File: config.mk
export PLATFORM = sky130hd
export DESIGN_NAME = snake_step_scheduler
export DESIGN_NICKNAME = d
export VERILOG_FILES = /design/src/rtl/snake_step_scheduler.sv
export SDC_FILE = /design/constraint.sdc
export NUM_CORES = 1
export LEC_CHECK = 0
export ABC_CLOCK_PERIOD_IN_PS = 1800
export CAP_MARGIN = 15
export CORE_MARGIN = 10
export CORE_UTILIZATION = 50
export CTS_CLUSTER_DIAMETER = 40
export DETAILED_ROUTE_END_ITERATION = 8
export DONT_BUFFER_PORTS = 1
export PLACE_DENSITY = 0.69
export SYNTH_ARGS = -nofsm -noshare
export SYNTH_HDL_FRONTEND = slang
export SYNTH_SLANG_ARGS = --single-unit
export TNS_END_PERCENT = 100
File: constraint.sdc
create_clock -name clk -period 1.8 [get_ports clk]
set_input_delay 0.18 -clock clk [delete_from_list [all_inputs] [get_ports clk]]
set_output_delay 0.18 -clock clk [all_outputs]
set_load 0.05 [all_outputs]
File: src/rtl/snake_step_scheduler.sv
// Frame-synchronous step scheduler for the snake game: issues one step request every N frames
// at vertical-blank start and latches one button direction per step.
module snake_step_scheduler #(
    parameter int VA_END = 479,
    parameter int LINE   = 799,
    parameter int SCREEN = 524
) (
    input  logic        clk,
    input  logic        rst,
    input  logic [9:0]  x,
    input  logic [9:0]  y,
    input  logic [1:0]  speed,
    input  logic        pause,
    input  logic        btn_up,
    input  logic        btn_right,
    input  logic        btn_down,
    input  logic        btn_left,
    input  logic        step_ack,
    output logic        step_req,
    output logic [1:0]  dir,
    output logic        frame_tick,
    output logic        overrun,
    output logic [15:0] step_cnt
);

    localparam logic [0:0] ST_IDLE = 1'b0;
    localparam logic [0:0] ST_REQ  = 1'b1;

    localparam logic [9:0] BLANK_Y = 10'(VA_END + 1);
    localparam logic [9:0] END_X   = 10'(LINE);
    localparam logic [9:0] END_Y   = 10'(SCREEN);

    localparam logic [1:0] DIR_RIGHT = 2'b01;

    logic [0:0] state;
    logic [3:0] divider;
    logic [1:0] pending;
    logic       blank_start;
    logic       blank_end;
    logic       at_period;
    logic       launch;
    logic [2:0] btn_pick;

    // Frames-per-step minus one, so the divider compare needs no subtractor.
    function automatic logic [3:0] period_m1(input logic [1:0] spd);
        case (spd)
            2'd0:    period_m1 = 4'd15;
            2'd1:    period_m1 = 4'd7;
            2'd2:    period_m1 = 4'd3;
            default: period_m1 = 4'd1;
        endcase
    endfunction

    // {valid, direction} of the highest-priority pressed button.
    function automatic logic [2:0] pick_dir(input logic up, input logic right,
                                            input logic down, input logic left);
        if (up)
            pick_dir = 3'b1_00;
        else if (right)
            pick_dir = 3'b1_01;
        else if (down)
            pick_dir = 3'b1_10;
        else if (left)
            pick_dir = 3'b1_11;
        else
            pick_dir = 3'b0_00;
    endfunction

    assign blank_start = (x == 10'd0) && (y == BLANK_Y);
    assign blank_end   = (x == END_X) && (y == END_Y);
    assign at_period   = (divider >= period_m1(speed));
    assign launch      = frame_tick && !pause && at_period;
    assign btn_pick    = pick_dir(btn_up, btn_right, btn_down, btn_left);
    assign step_req    = (state == ST_REQ);

    // Stage 1: register the blank-start event into a one-cycle tick.
    always_ff @(posedge clk or posedge rst) begin
        if (rst)
            frame_tick <= 1'b0;
        else
            frame_tick <= blank_start;
    end

    // Stage 2: frame divider, evaluated only on unpaused ticks.
    always_ff @(posedge clk or posedge rst) begin
        if (rst)
            divider <= 4'd0;
        else if (frame_tick && !pause)
            divider <= at_period ? 4'd0 : divider + 4'd1;
    end

    // Reversal check is against the committed direction, not the pending one.
    always_ff @(posedge clk or posedge rst) begin
        if (rst)
            pending <= DIR_RIGHT;
        else if (btn_pick[2] && (btn_pick[1:0] != (dir ^ 2'b10)))
            pending <= btn_pick[1:0];
    end

    // Step handshake; an ack coinciding with blank end takes precedence over the abort.
    always_ff @(posedge clk or posedge rst) begin
        if (rst) begin
            state    <= ST_IDLE;
            dir      <= DIR_RIGHT;
            overrun  <= 1'b0;
            step_cnt <= 16'd0;
        end else begin
            case (state)
                ST_IDLE: begin
                    if (launch) begin
                        state <= ST_REQ;
                        dir   <= pending;
                    end
                end
                ST_REQ: begin
                    if (step_ack) begin
                        state    <= ST_IDLE;
                        step_cnt <= step_cnt + 16'd1;
                    end else if (blank_end) begin
                        state   <= ST_IDLE;
                        overrun <= 1'b1;
                    end
                end
                default: state <= ST_IDLE;
            endcase
        end
    end

endmodule

== Word-level counts from Yosys, hierarchy flattened ==
Cells that the tools add are included.

* $add $sub $neg: 2
* Reduce and logical (&&, ||, !) cells: 11
* Equality and inequality tests: 6
* Multiplexer cells: 10
* $lt $le $gt $ge: 1
* Bitwise operators: 3

{| class="wikitable"
|+ Operator list
! kind !! count
|-
| equality test 10 bit (second input constant) || 2
|-
| adder 16 x 1 -> 16 bit (second input constant) || 1
|-
| 2-to-1 mux 3 bit || 4
|-
| one-hot mux 4 bit (3 select lines) || 1
|-
| equality test 10 x 9 -> 1 bit (second input constant) || 1
|-
| zero test 10 bit || 1
|-
| logical AND 1 bit || 5
|-
| adder 4 x 1 -> 4 bit (second input constant) || 1
|-
| >= comparator 4 bit || 1
|-
| 2-to-1 mux 4 bit || 1
|-
| AND reduction 2 bit || 2
|-
| 2-to-1 mux 1 bit || 3
|-
| inverter 1 bit || 3
|-
| AND reduction 3 bit || 1
|-
| equality test 2 x 1 -> 1 bit (second input constant) || 1
|-
| equality test 2 bit (second input constant) || 1
|-
| zero test 2 bit || 1
|-
| != test 2 bit || 1
|-
| one-hot mux 1 bit (2 select lines) || 1
|-
| zero test 1 bit || 1
|}

* Bits of input ports: 30
* Register bits after elaboration: 27
* Output and inout bits: 21

== Logic depth before layout (Yosys ltp) ==
* Depth in word-level cells: 6
* Depth in mapped cells: 6
* Gate-level depth less buffers: 6

== Worst setup path before layout ==
OpenSTA, ideal clock, no wires.

* Kind: in2reg
* From: input speed[1]
* To: register dir[1]
* Slack: -0.060 ns
* Arrival: 1.735 ns
* Library setup time: 0.125 ns
* Data required time: 1.675 ns
* Cell stages on the path: 6
* Cells stage by stage: or2_2 > ha_1 > nand4b_1 > o211ai_1 > nor2b_1 > mux2_2

* Cells in the longest elaborated chain, start to end: 5

{| class="wikitable"
|+ Ends and longest elaborated chain
! item !! line !! RTL
|-
| from (decl) || 12 || <nowiki>input logic [1:0] speed,</nowiki>
|-
| equality test 2 bit, or another cell as far along || 46 || <nowiki>case (spd)</nowiki>
|-
| one-hot mux 4 bit (3 select lines) (*) || 46 ||
|-
| >= comparator 4 bit (*) || 71 || <nowiki>assign at_period = (divider >= period_m1(speed));</nowiki>
|-
| logical AND 1 bit (*) || 72 || <nowiki>assign launch = frame_tick && !pause && at_period;</nowiki>
|-
| AND reduction 2 bit (no line) (*) || - ||
|-
| to (signal assigned) || 112 || <nowiki>dir <= pending;</nowiki>
|-
| to (decl) || 20 || <nowiki>output logic [1:0] dir,</nowiki>
|}

Mark *: on every way between the ends. The rest lies on a longest branch, timed or not.
A chain may end at the register's enable or synchronous reset.

== Worst setup path after layout ==
* From: register divider[3]
* To: register dir[1]

* Cells in the longest elaborated chain, start to end: 3

{| class="wikitable"
|+ Ends and longest elaborated chain
! item !! line !! RTL
|-
| from (decl) || 36 || <nowiki>logic [3:0] divider;</nowiki>
|-
| from (signal assigned) || 89 || <nowiki>divider <= at_period ? 4'd0 : divider + 4'd1;</nowiki>
|-
| >= comparator 4 bit || 71 ||
|-
| logical AND 1 bit || 72 ||
|-
| AND reduction 2 bit (no line) || - ||
|}

Every way passes these cells.

==> impl_results.md <==
* Cell variety after synth at 34
* Io pins at 51
* Iteration-0 DRC Markers at 37
* Status: completed
* WL/cell at 15.9 µm
* Layout cells sized above 1 at 24.7%
* Post-synthesis net count at 169
* CTS Sinks at 27
* Slew Limit Fails at 0
* DR top layer: met4
* Critical path type: reg2reg
* Remaining DRCs at 0
* Post-layout minimum cycle time at 1740 ps
* Setup crit start: divider[3]$_DFFE_PP0P_
* Reg-to-Reg End: dir[1]$_DFFE_PP0P_
* Critical path's largest stage delay at 450 ps
* Number of inserted diodes at 0
* R2R Path Start: divider[3]$_DFFE_PP0P_
* Post-Syn Instances at 134
* TritonCTS clock tree: built
* Worst setup EP type: flop
* Slew headroom at 65.4%
* Yosys reg bits at 27
* Leak at 0.784 nW
* Most frequent cells in the layout: dfrtp_1, buf_4, nand2_1
* Main synth FF type: dfrtp_1
* Final net count at 198
* CP Max Fanout at 3
* Clk root buf: clkbuf_4
* Pre-CTS WS at -75.5 ps
* Mapped Area at 1390 µm²
* Worst setup path end: dir[1]$_DFFE_PP0P_
* Initial antenna violation count at 0
* Ys Warns at 0
* Port Buf Inserts at 0
* Total core area at 2710 µm²
* Reg2Reg Depth at 5
* Final clock skew at 5.19 ps
* Max Freq at 0.574 GHz
* Slew @ Worst Pin at 519 ps
* GPL Wtd Cong at 0.831
* Asr flop ratio synth at 100%
* Die W at 72.7 µm
* Cells resized by post-CTS repair at 0
* HPWL after DPL at 2.47 mm
* Global-route wire length before repair at 5.15 mm
* Vias per inst at 5.61
* Final ANT Viol Nets at 0
* Period utilization at 96.8%
* Wl on met1 at 1.30 mm
* R2r setup slk at 60 ps
* EDFF count, synth at 0
* Maximum vdd ir drop at 0.000403 V
* Critical path arrival at 1950 ps
* Pin count of the biggest net entering global routing at 28
* Area Growth Syn to Fin at 20.6%
* Max Root-Sink Buffers at 2
* Vias at 1083
* Row cnt at 19
* Vias in the first global route at 1179
* Routed length on met2 at 1.42 mm
* Worst hold path type: in2reg
* Power per cell area at 540 nW/µm²
* Type of origin of the critical path: flop
* Final Hold Fails at 0
* Met3 wire len at 330 µm
* Slowest-stage cell, CP: dfrtp_1
* Gr usage total at 11.5%
* Skew-Pair Late Insertion Delay at 310 ps
* Number of max-cap violations at 0
* Hold Slack at 35.5 ps
* DIE AREA at 5290 µm²
* WP data required at 2010 ps
* Clock-pin slew on the worst setup and hold paths at 130 ps
* Starting Density at 51.2%
* Final worst slack at 57.6 ps
* Worst-path cell chain: ha_4 > nand4b_1 > o211ai_1 > nor2b_4 > mux2_4
* Final setup fails at 0
* Final wirelength at 3.06 mm
* Utilization after layout at 61.8%
* H-tree depth at 1
* Grt total ovfl at 0
* DR pass1 iterations at 3
* Register area share after synthesis at 48.8%
* CTS Buf Count at 3
* RSZ-0062 raised after global routing: no
* Vert. Die Dim at 72.7 µm
* Mapped Avg Cell Area at 10.4 µm²
[sequential cells by signal, indices dropped and copies added, names as in the netlist]
| register | flops |
|---|---|
| overrun | 1 |
| pending | 2 |
| dir | 2 |
| step_req | 1 |
| step_cnt | 16 |
| divider | 4 |
| frame_tick | 1 |
[through the flow]
step | total power (W) | setup TNS [ps] | std cells | instance area (µm²)
6_report | 0.000905 | 0 | 193 | 1680
5_1_grt | 0.000938 | 0 | 193 | 1680
4_1_cts | 0.000917 | 0 | 191 | 1660
3_5_place_dp | 0.000663 | -143 | 183 | 1600
3_3_place_gp | 0.000662 | -13.8 | 183 | 1600
2_1_floorplan | 0.000655 | 0 | 134 | 1420
[area by class of cell]
type | count | area [µm²]
Timing Repair Buffer | 25 | 195
Tap cell | 31 | 38.8
Inverter | 4 | 15.0
Multi-Input combinational cell | 102 | 718
Fill cell | 227 | 1030
Clock buffer | 4 | 26.3
Sequential cell | 27 | 682
[metal layers]
| layer | global-route usage, % | vias up |
|---|---|---|
| li1 | - | 530 |
| met1 | 14.4 | 516 |
| met2 | 17.9 | 35 |
| met3 | 4.63 | 2 |
| met4 | 3.16 | 0 |
| met5 | 0 | - |
[critical path, delay by kind of cell (launching register included)]
| kind | cells | cell delay [ps] |
|---|---|---|
| DFF | 1 | 450 |
| muxes | 1 | 300 |
| adders and majority gates | 1 | 280 |
| and+or+nand+nor | 2 | 330 |
| AOI/OAI and AO/OA | 1 | 280 |
[cell usage after synthesis, types with 2 or more instances]
| cell | number | area (µm²) |
|---|---|---|
| inv_1 | 4 | 15.0 |
| nor2_1 | 15 | 56.3 |
| a21oi_1 | 2 | 10.0 |
| nor4b_1 | 2 | 17.5 |
| dfrtp_1 | 25 | 626 |
| nor4_1 | 2 | 12.5 |
| xor2_1 | 8 | 70.1 |
| dfstp_2 | 2 | 52.6 |
| nand2_1 | 17 | 63.8 |
| ha_1 | 5 | 62.6 |
| nor2b_1 | 4 | 25.0 |
| mux2_2 | 3 | 33.8 |
| nand4_1 | 10 | 62.6 |
| nand4b_1 | 2 | 17.5 |
| o21ai_0 | 3 | 15.0 |
| xnor2_1 | 12 | 105 |
[how the worst min path moves through the flow]
| stage | start | end | slack, ps | cells past startpoint |
|---|---|---|---|---|
| 2_1_floorplan | rst | dir[1]$_DFFE_PP0P_ | 230 | 1 |
| 3_3_place_gp | rst | step_cnt[13]$_DFFE_PP0P_ | 150 | 2 |
| 3_5_place_dp | rst | step_cnt[13]$_DFFE_PP0P_ | 150 | 2 |
| 4_1_cts | y[2] | frame_tick$_DFF_PP0_ | 30 | 3 |
| 5_1_grt | y[2] | frame_tick$_DFF_PP0_ | 40 | 3 |
| 6_report | y[2] | frame_tick$_DFF_PP0_ | 40 | 3 |
[where the power goes]
group,total [W],switching [W],internal (W)
Clock,0.000248,0.000162,0.0000863
Combinational,0.0000437,0.0000224,0.0000212
Sequential,0.000613,0.00000223,0.000611
[logic make-up (layout without fill, tap and decap cells)]
kind of cell               Yosys count  count (layout)  share of synthesized area [%]
and+or+nand+nor                     62              62                           24.2
DFF                                 27              27                           48.8
adders and majority gates            5               5                           4.50
muxes                                4               4                           3.15
buffers and inverters                5              33                           1.35
AOI/OAI and AO/OA                   11              11                           5.32
xor gates and xnor gates            20              20                           12.6
[timing repair]
| item | in CTS | in global routing |
|---|---|---|
| pin swaps | 1 | 0 |
| setup buffers | 1 | 2 |
| hold endpoints to repair | 26 | 0 |
| hold buffers | 3 | 0 |
| setup endpoints to repair | 2 | 1 |
No activity file was read; power rests on OpenSTA's default activity.
